==> src/rtl/ray_reciprocal_pkg.sv <==
// Shared raycaster definitions for the reciprocal stage.
//   state_e          : control states of the ray_reciprocal sequencer
//   Q_W              : width of a signed Q4.32 reciprocal
//   DIV_W            : width of a signed direction component / divisor
//   NUM_COMP         : components per direction vector (x, y, z)
//   LAST_IDX         : index of the final component (z)
//   SAT_VAL_DEFAULT  : substitute result for zero or abandoned components
package ray_reciprocal_pkg;

  typedef enum logic [1:0] {
    ST_IDLE  = 2'd0,
    ST_ISSUE = 2'd1,
    ST_WAIT  = 2'd2,
    ST_DONE  = 2'd3
  } state_e;

  localparam int Q_W      = 36;
  localparam int DIV_W    = 32;
  localparam int NUM_COMP = 3;

  localparam logic [1:0]     LAST_IDX        = 2'd2;
  localparam logic [Q_W-1:0] SAT_VAL_DEFAULT = 36'h7_FFFF_FFFF;

endpackage

==> src/rtl/ray_reciprocal.sv <==
// Reciprocal stage for ray directions. Takes one direction vector, sends
// DIVIDEND/d for x, y, z one at a time through the external divider core
// (nd/rfd/rdy handshake) and presents the three Q4.32 reciprocals together.
// Zero components never reach the divider; a divider that stays silent for
// TIMEOUT cycles is abandoned for that component.
//
// Handshakes:
//   in_valid/in_ready   : a vector is taken on a rising edge where both are 1;
//                         in_ready is 1 only while idle.
//   out_valid/out_ready : the result is consumed on a rising edge where both
//                         are 1; out_valid then drops and in_ready rises.
//   div_nd/div_rfd      : div_nd is only ever high in a cycle where div_rfd=1,
//                         and for one cycle per issued component.
//   div_rdy             : one-cycle result strobe, only honoured in WAIT.
//
// Ports:
//   clk, rst_n                 clock, async active-low reset
//   in_valid, in_ready         vector input handshake
//   dir_x, dir_y, dir_z        signed 32-bit direction components
//   out_valid, out_ready       result handshake
//   inv_x, inv_y, inv_z        signed Q4.32 reciprocals
//   zero_flags                 {z,y,x}: component was zero
//   timeout_flags              {z,y,x}: divider never answered
//   div_nd, div_rfd, div_rdy   divider handshake
//   div_dividend, div_divisor  divider operands
//   div_quotient, div_fractional  divider result (integer, fraction)
module ray_reciprocal
  import ray_reciprocal_pkg::*;
#(
  parameter logic [3:0]     DIVIDEND = 4'd1,
  parameter int             TIMEOUT  = 64,
  parameter logic [Q_W-1:0] SAT_VAL  = SAT_VAL_DEFAULT
) (
  input  logic             clk,
  input  logic             rst_n,
  input  logic             in_valid,
  output logic             in_ready,
  input  logic [DIV_W-1:0] dir_x,
  input  logic [DIV_W-1:0] dir_y,
  input  logic [DIV_W-1:0] dir_z,
  output logic             out_valid,
  input  logic             out_ready,
  output logic [Q_W-1:0]   inv_x,
  output logic [Q_W-1:0]   inv_y,
  output logic [Q_W-1:0]   inv_z,
  output logic [2:0]       zero_flags,
  output logic [2:0]       timeout_flags,
  output logic             div_nd,
  input  logic             div_rfd,
  input  logic             div_rdy,
  output logic [3:0]       div_dividend,
  output logic [DIV_W-1:0] div_divisor,
  input  logic [3:0]       div_quotient,
  input  logic [31:0]      div_fractional
);

  localparam int CNT_W = $clog2(TIMEOUT + 1);
  localparam logic [CNT_W-1:0] CNT_LAST = CNT_W'(TIMEOUT - 1);

  state_e                           state_q, state_d;
  logic [NUM_COMP-1:0][DIV_W-1:0]   dir_q, dir_d;
  logic [NUM_COMP-1:0][Q_W-1:0]     inv_q, inv_d;
  logic [1:0]                       idx_q, idx_d;
  logic [CNT_W-1:0]                 cnt_q, cnt_d;
  logic [2:0]                       zero_flags_q, zero_flags_d;
  logic [2:0]                       timeout_flags_q, timeout_flags_d;
  logic [DIV_W-1:0]                 div_divisor_q, div_divisor_d;
  logic                             in_ready_q, in_ready_d;
  logic                             out_valid_q, out_valid_d;
  logic                             advance;
  logic                             comp_nz;

  // div_divisor_q is loaded with the selected component whenever ISSUE is
  // entered, so in ISSUE it doubles as "the current component".
  assign comp_nz = (div_divisor_q != '0);

  // The strobe is qualified by div_rfd in the same cycle so that it can
  // never land in a cycle where the divider is not ready; the state moves
  // to WAIT on that same edge, which bounds it to one cycle.
  assign div_nd = (state_q == ST_ISSUE) && comp_nz && div_rfd;

  assign div_dividend  = DIVIDEND;
  assign div_divisor   = div_divisor_q;
  assign in_ready      = in_ready_q;
  assign out_valid     = out_valid_q;
  assign inv_x         = inv_q[0];
  assign inv_y         = inv_q[1];
  assign inv_z         = inv_q[2];
  assign zero_flags    = zero_flags_q;
  assign timeout_flags = timeout_flags_q;

  always_comb begin
    state_d         = state_q;
    dir_d           = dir_q;
    inv_d           = inv_q;
    idx_d           = idx_q;
    cnt_d           = cnt_q;
    zero_flags_d    = zero_flags_q;
    timeout_flags_d = timeout_flags_q;
    div_divisor_d   = div_divisor_q;
    in_ready_d      = in_ready_q;
    out_valid_d     = out_valid_q;
    advance         = 1'b0;

    case (state_q)
      ST_IDLE: begin
        if (in_valid) begin
          dir_d           = {dir_z, dir_y, dir_x};
          zero_flags_d    = '0;
          timeout_flags_d = '0;
          idx_d           = '0;
          div_divisor_d   = dir_x;
          in_ready_d      = 1'b0;
          state_d         = ST_ISSUE;
        end
      end

      ST_ISSUE: begin
        if (!comp_nz) begin
          // Zero component: answered locally, divider untouched.
          inv_d[idx_q]        = SAT_VAL;
          zero_flags_d[idx_q] = 1'b1;
          advance             = 1'b1;
        end else if (div_rfd) begin
          cnt_d   = '0;
          state_d = ST_WAIT;
        end
      end

      ST_WAIT: begin
        if (div_rdy) begin
          // Divider already returns a signed truncated quotient.
          inv_d[idx_q] = {div_quotient, div_fractional};
          advance      = 1'b1;
        end else if (cnt_q == CNT_LAST) begin
          inv_d[idx_q]           = SAT_VAL;
          timeout_flags_d[idx_q] = 1'b1;
          advance                = 1'b1;
        end else begin
          cnt_d = cnt_q + 1'b1;
        end
      end

      ST_DONE: begin
        if (out_ready) begin
          out_valid_d = 1'b0;
          in_ready_d  = 1'b1;
          state_d     = ST_IDLE;
        end
      end

      default: begin
        state_d = ST_IDLE;
      end
    endcase

    if (advance) begin
      if (idx_q == LAST_IDX) begin
        out_valid_d = 1'b1;
        state_d     = ST_DONE;
      end else begin
        idx_d         = idx_q + 2'd1;
        div_divisor_d = dir_q[idx_q + 2'd1];
        state_d       = ST_ISSUE;
      end
    end
  end

  always_ff @(posedge clk or negedge rst_n) begin
    if (!rst_n) begin
      state_q         <= ST_IDLE;
      dir_q           <= '0;
      inv_q           <= '0;
      idx_q           <= '0;
      cnt_q           <= '0;
      zero_flags_q    <= '0;
      timeout_flags_q <= '0;
      div_divisor_q   <= '0;
      in_ready_q      <= 1'b1;
      out_valid_q     <= 1'b0;
    end else begin
      state_q         <= state_d;
      dir_q           <= dir_d;
      inv_q           <= inv_d;
      idx_q           <= idx_d;
      cnt_q           <= cnt_d;
      zero_flags_q    <= zero_flags_d;
      timeout_flags_q <= timeout_flags_d;
      div_divisor_q   <= div_divisor_d;
      in_ready_q      <= in_ready_d;
      out_valid_q     <= out_valid_d;
    end
  end

endmodule
==> config.mk <==
export PLATFORM = sky130hd
export DESIGN_NAME = ray_reciprocal
export DESIGN_NICKNAME = d
export VERILOG_FILES = /design/src/rtl/ray_reciprocal_pkg.sv /design/src/rtl/ray_reciprocal.sv
export SDC_FILE = /design/constraint.sdc
export NUM_CORES = 1
export LEC_CHECK = 0
export ABC_CLOCK_PERIOD_IN_PS = 2600
export CORE_MARGIN = 2
export CORE_UTILIZATION = 35
export DETAILED_ROUTE_END_ITERATION = 7
export HOLD_SLACK_MARGIN = 0.15
export PLACE_DENSITY = 0.66
export SLEW_MARGIN = 5
export SYNTH_ARGS = -nofsm -noshare
export SYNTH_HDL_FRONTEND = slang
export SYNTH_SLANG_ARGS = --single-unit
==> constraint.sdc <==
create_clock -name clk -period 2.6 [get_ports clk]
set_input_delay 0.52 -clock clk [delete_from_list [all_inputs] [get_ports clk]]
set_output_delay 0.52 -clock clk [all_outputs]
set_load 0.005 [all_outputs]
==> key figures, run 1 <==
Outcome
  • Status: completed

Floorplan
  • Initial Utilization: 35.38%
  • I/O pin count: 291
  • Die W: 182.4 um
  • Row Count: 65
  • Die Ht: 182.4 um
  • Core area: 31,470 sq um
  • Total die area: 33,260 sq um

Power and ir drop
  • Flop pwr share: 36.1%
  • Sw Pwr: 5931 uW
  • Logic pwr share: 40.9%
  • Peak VDD IR: 0.0006540 V
  • Clock power share: 22.9%
  • Net Sw Frac: 30.63%
  • Internal Power: 13,430 uW
  • LEAKAGE: 0.006564 uW
  • Pwr Total: 19,360 uW
  • PwrDens: 1228 nW/um^2

Clock network
  • Clk Latency, worst-skew pair: 0.55 ns
  • Clk pin slew, worst setup/hold paths: 0.06 ns
  • Clock buffer depth: 3
  • Clock sink total: 255
  • Max H-tree Level: 1
  • CTS tree: yes
  • Number of CTS-inserted buffers: 30
  • Root Driver: clkbuf_16

Cells and area
  • Syn-to-layout area delta: 41.54%
  • Fin area: 15,760 sq um
  • Final Core Density: 50.08%
  • Fin nets: 1,267
  • Share of layout cells above drive strength 1: 28.68%
  • Fill count: 2,758

Worst hold path
  • HP Start: inv_z[25]$_DFFE_PN0P_
  • Min-delay worst type: flop to flop

Drt
  • Vias per cell: 4.926
  • Post-route ant nets: 0
  • Routed length per instance: 18.58 um
  • Drt pass-1 iters: 4
  • Starting DRC count in detailed routing: 323
  • Drt drc: 0
  • Via count: 7,606
  • Final WL: 28,700 um

Logic synthesis
  • Mapped cell area: 11,140 sq um
  • Synthesis-stage register bit count: 255
  • EDFF count, synth: 0
  • Top-area cell type share of the netlist area: 57.08%
  • Avg Cell Area, Syn: 13.61 sq um
  • YS warnings: 0
  • Ys async rst share: 100.0%
  • Cell accounting for the most synthesized area: dfrtp_1
  • Commonest register cell after synthesis: dfrtp_1
  • Post-synthesis sequential area ratio: 57.31%
  • Cells after Synth: 818
  • Largest cells by area after synthesis: dfrtp_1 57%, mux2_2 20%, mux2i_1 8.7%
  • Synth cell types: 43

STA
  • Final TNS setup: 0 ns
  • RSZ-0062 raised after global routing: true
  • Hold Worst Slack: 0.4826 ns
  • Maximum operating frequency: 394.0 MHz
  • Hold Vio Cnt, Final: 0
  • Final slew viol count: 0
  • Period minus WS final: 2.538 ns
  • Setup violators final: 0
  • Tcrit/Tclk final: 97.63%
  • Clock skew: 0.01509 ns

GRT
  • Grt ovf: 0
  • Initial antenna violation count: 3
  • Vias in the first global route: 8,190
  • All-Layer GR Usage: 17.27%
  • First-pass GRT wire length: 45,720 um
  • Largest net degree at the start of global routing: 63

Critical path
  • CP startpoint: div_divisor[17]$_DFF_PN0_
  • Critical Path RT: 2.08 ns
  • Critical Path Start Type: flop
  • CP max FO: 3
  • CP endpoint kind: primary output
  • Crit path arrival time: 2.02 ns
  • Critical path class: flop to primary output
  • R2R Path Start: div_divisor[17]$_DFF_PN0_

Placed design
  • Post-DP HPWL: 20,290 um
  • Port bufs: 286
  • GP Congestion: 0.7848
  • Area after DPL: 14,630 sq um

Run
  • Maxcap violations: 0
==> final cells by class <==
class                   count  area (sq um)  share of cell area, %
diodes                      2         5.005                0.03175
clock buffers              42         877.1                  5.565
clock inverters             9         176.4                  1.119
inverters                   9         33.78                 0.2143
multi-input cells         509          4551                  28.87
flip-flops and latches    255          6384                  40.50
well taps                 402         503.0                  3.191
repair buffers            316          3232                  20.50
==> critical path, stage by stage, from the launching register on <==
cell and delay [ns]:
dfrtp_1 0.41, nor4_2 0.27, buf_4 0.16, nand4_1 0.21, o21ai_2 0.23, nor2_2 0.06
buf_2 0.13
==> power by group through the flow <==
| stage | sequential (uW) | clock (uW) | combinational [uW] |
|---|---|---|---|
| detailed placement | 7040 | 0 | 7980 |
| global route | 7250 | 4760 | 8610 |
| finish | 7000 | 4440 | 7920 |
| global placement | 6990 | 0 | 7830 |
| CTS | 7020 | 4580 | 8060 |
| floorplan | 6840 | 0 | 4180 |
==> Yosys cell counts, types with 3 or more instances <==
cell type  number
nand2_1        18
a21oi_4         3
ha_1            8
buf_6           4
buf_4           5
mux2i_1        97
nand2b_1        3
or2_2          37
a21oi_1        37
nor4_1          9
clkbuf_1       22
o311ai_0        3
inv_1           9
o21ai_0         6
nor2_1         38
nand3_1         8
dfrtp_1       254
mux2_1         10
o21a_1          3
buf_1           7
mux2_2        196
buf_2           9
o211ai_1        7
==> path summary, 6_finish.rpt <==
| path | slack, ns | cells past startpoint | endpoint |
|---|---|---|---|
| max | 0.06 | 6 | div_nd |
| min | 0.48 | 1 | inv_z[25]$_DFFE_PN0P_ |
| max reg2reg | 0.09 | 7 | inv_x[30]$_DFFE_PN0P_ |
| min reg2reg | 0.48 | 1 | inv_z[25]$_DFFE_PN0P_ |
| max in group asynchronous | 1.39 | 3 | in_ready$_DFFE_PN1P_ |
| min in group asynchronous | 0.51 | 2 | inv_y[8]$_DFFE_PN0P_ |
==> per-stage QoR <==
stage / worst slack [ns] / cells
3_3_place_gp: -0.2048 / 1488
2_1_floorplan: 0.2836 / 820
3_5_place_dp: -0.1888 / 1488
4_1_cts: 0.009468 / 1542
5_1_grt: -0.08146 / 1542
6_report: 0.06168 / 1544
==> sequential cells by signal, summed over array words and instances, names as in the netlist <==
signal and count:
cnt_q 7, dir_q 96, div_divisor 32, idx_q 2
in_ready 1, inv_x 36, inv_y 36, inv_z 36
out_valid 1, state_q 2, timeout_flags 3, zero_flags 3
==> logic make-up after synthesis <==
| kind of cell | after synthesis | synth area share [%] |
|---|---|---|
| fa+ha+maj | 8 | 0.8989 |
| flops | 255 | 57.31 |
| compound gates | 69 | 4.000 |
| mux | 303 | 29.55 |
| other cells | 2 | 0.06744 |
| buf+inv | 56 | 2.427 |
| simple gates | 125 | 5.742 |
==> metal layers <==
| layer | track usage (%) | routed length [um] |
|---|---|---|
| met1 | 22.18 | 12490 |
| met2 | 28.23 | 13060 |
| met4 | 3.516 | 534 |
| met3 | 6.226 | 2601 |
| met5 | 0 | 13 |
==> cell usage in the layout (no fill, tap or decap), drive strengths merged, types with 3 or more instances in the layout <==
cell             n
a21oi           40
buf             31
bufinv           5
clkbuf          42
clkdlybuf4s50  284
clkinv           3
conb             4
dfrtp          254
ha               8
inv             10
mux2           206
mux2i           97
nand2           18
nand2b           3
nand3            8
nor2            38
nor4             9
o211ai           7
o21a             3
o21ai            7
o311ai           3
or2             38
==> what timing repair did <==
action / in CTS / in global routing
pin swaps: 5 / 0
endpoints found under the setup margin: 143 / 68
hold endpoints to repair: 49 / 0
buffers inserted: 3 / 0
hold buffers: 1 / 0
resized for setup: 14 / 0
No activity file was read; power rests on OpenSTA's default activity.
==> inputs of run 2 (changes only) <==
Settings changed: ABC_CLOCK_PERIOD_IN_PS 2600 to 2700, GPL_TIMING_DRIVEN set to 0.
Clock period 2.6 ns to 2.7 ns, I/O delays scaled along.
==> key figures, run 2 (synthesis gave the netlist of run 1 again) <==
GRT
  • Grt ovf: 0
  • First-pass GRT wire length: 47,400 um
  • Vias in the first global route: 8,117
  • All-Layer GR Usage: 18.19%
  • Largest net degree at the start of global routing: 95
  • Initial antenna violation count: 3

Cells and area
  • Fill count: 2,787
  • Most common cell after layout, fill and taps aside: clkdlybuf4s50_1
  • Final Core Density: 50.06%
  • Non-Filler Instances: 1,579
  • Most frequent cells in the layout: 284 x clkdlybuf4s50_1, 251 x dfrtp_1, 196 x mux2_2, 97 x mux2i_1, 38 x nor2_1
  • Fin nets: 1,299
  • Share of layout cells above drive strength 1: 28.68%
  • Syn-to-layout area delta: 41.49%
  • Max FFs per register: 96
  • Reg with most FFs: dir_q

Placed design
  • Port bufs: 286
  • GP Congestion: 0.7932
  • Post-DP HPWL: 21,920 um
  • Placed cell count: 1,510
  • Worst slack at placement: -0.6245 ns

Drt
  • Drt pass-1 iters: 4
  • Routed length per instance: 19.34 um
  • Starting DRC count in detailed routing: 296
  • Drt drc: 0
  • Final WL: 30,540 um
  • Vias per cell: 4.904
  • Post-route ant nets: 0
  • Via count: 7,744

Floorplan
  • Initial Utilization: 35.38%
  • I/O pin count: 291
  • Total die area: 33,260 sq um
  • Die Ht: 182.4 um
  • Row Count: 65
  • Die W: 182.4 um
  • Core area: 31,470 sq um

Critical path
  • Crit path arrival time: 2.04 ns
  • Slowest cell on crit path: dfrtp_2
  • Delay-heaviest family, CP: simple AND/OR/NAND/NOR gates
  • CP endpoint kind: primary output
  • CP max FO: 3
  • R2R Path Start: div_divisor[17]$_DFF_PN0_
  • Buf+Inv Stages, Crit Path: 2
  • Critical-path cell list: nor4_4, nand4_1, buf_6, o21ai_4, nor2_1, clkdlybuf4s15_1
  • Worst-case reg-to-reg path depth: 9
  • Reg-to-reg slack, setup: 0.13 ns
  • Slowest stage delay, CP: 0.43 ns
  • Critical Path RT: 2.16 ns
  • Critical path class: flop to primary output
  • Critical Path Start Type: flop
  • Reg-to-Reg End: inv_x[7]$_DFFE_PN0P_

Clock network
  • Clk Latency, worst-skew pair: 0.55 ns
  • Clock sink total: 255
  • Root Driver: clkbuf_16
  • Clock buffer depth: 3
  • CTS tree: yes
  • Clk pin slew, worst setup/hold paths: 0.06 ns
  • Number of CTS-inserted buffers: 29
  • Max H-tree Level: 1

STA
  • Hold Vio Cnt, Final: 0
  • Worst slew pin tran: 0.7504 ns
  • Final slew viol count: 0
  • Period minus WS final: 2.585 ns
  • Maximum operating frequency: 386.9 MHz
  • Setup violators final: 0
  • Slew margin rel.: 49.97%
  • Tcrit/Tclk final: 95.73%
  • Clock skew: 0.01660 ns
  • Post-route setup slack: 0.1153 ns

Power and ir drop
  • Net Sw Frac: 32.16%
  • PwrDens: 1162 nW/um^2
  • LEAKAGE: 0.006552 uW
  • Flop pwr share: 37.1%
  • Internal Power: 12,420 uW
  • Logic pwr share: 42.4%
  • Sw Pwr: 5886 uW
  • Peak VDD IR: 0.0006772 V
  • Clock power share: 20.5%

Outcome
  • Status: completed

Worst hold path
  • Min-delay worst type: flop to flop
  • Worst Hold Depth: 1
  • HP Start: cnt_q[6]$_DFFE_PN0P_
  • Worst Hold End: cnt_q[6]$_DFFE_PN0P_

Run
  • Maxcap violations: 0
-- run 2: changes by cell type in the layout (fill, tap and decap cells not counted), moves of 3 or more --
cell and change:
clkinvlp_4 +3, buf_2 +6, clkbuf_4 +4, bufinv_16 -4, buf_1 +5, clkbuf_1 +19
nor4_4 +3, buf_6 +5, buf_12 -8, clkbuf_2 +7
-- run 2: metal layers --
layer  global-route usage, %  vias to the layer above  routed length [um]
li1                        -                     3571                   -
met1                   23.28                     3851               13320
met2                   30.05                      283               13760
met3                   6.566                       39                2937
met4                   3.161                        0                 514
met5                       0                        -                   0
-- run 2: repair_timing --
action	CTS	global route
pin swaps	7	3
hold buffers	1	0
endpoints found under the setup margin	143	61
resized for setup	29	17
hold endpoints to repair	93	0
setup buffers	8	6
-- run 2: final cells by class --
cell class                 instances  area, sq um  area share, %
timing repair buffer             303         3083          19.57
multi-input combinational        509         4583          29.09
clock buffer                      46        829.5          5.265
sequential                       255         6386          40.53
tap                              402        503.0          3.192
antenna                            2        5.005        0.03176
clock inverter                     7        67.56         0.4288
inverter                           9        33.78         0.2144
buffer                            46        265.3          1.683
-- run 2: power groups by stage --
stage | clock (uW) | sequential [uW] | combinational (uW)
2_1_floorplan | 0 | 6590 | 4020
3_3_place_gp | 0 | 6760 | 7460
3_5_place_dp | 0 | 6790 | 7610
4_1_cts | 3860 | 6800 | 7720
5_1_grt | 4020 | 7050 | 8410
6_report | 3750 | 6790 | 7760
-- run 2: worst max-delay path by stage --
stage,slack [ns],from,cells past startpoint,endpoint
6_report,0.12,div_divisor[17]$_DFF_PN0_,6,div_nd
5_1_grt,-0.007,state_q[0]$_DFFE_PN0P_,9,inv_x[7]$_DFFE_PN0P_
4_1_cts,-0.04,div_divisor[23]$_DFF_PN0_,8,inv_x[7]$_DFFE_PN0P_
3_5_place_dp,-0.62,in_valid,5,dir_q[75]$_DFFE_PN0P_
3_3_place_gp,-10.20,rst_n,1,dir_q[57]$_DFFE_PN0P_
2_1_floorplan,0.38,idx_q[0]$_DFF_PN0_,9,div_divisor[10]$_DFF_PN0_
-- run 2: metrics by stage --
stage	power (uW)	cell area [sq um]	hold slack, ns	TNS [ns]
after global placement	14220	14510	0.4601	-2644.33
after global routing	19470	15750	0.4988	-0.02738
after floorplan	10610	11140	0.2444	0
final	18300	15760	0.4755	0
after CTS	18380	15670	0.4853	-0.6535
after detailed placement	14400	14570	0.4720	-57.79
==> inputs of run 3 (changes only) <==
Settings changed: GPL_ROUTABILITY_DRIVEN set to 1.
==> results of run 3 <==
The final DEF is identical to that of run 2; final timing and power are the same.
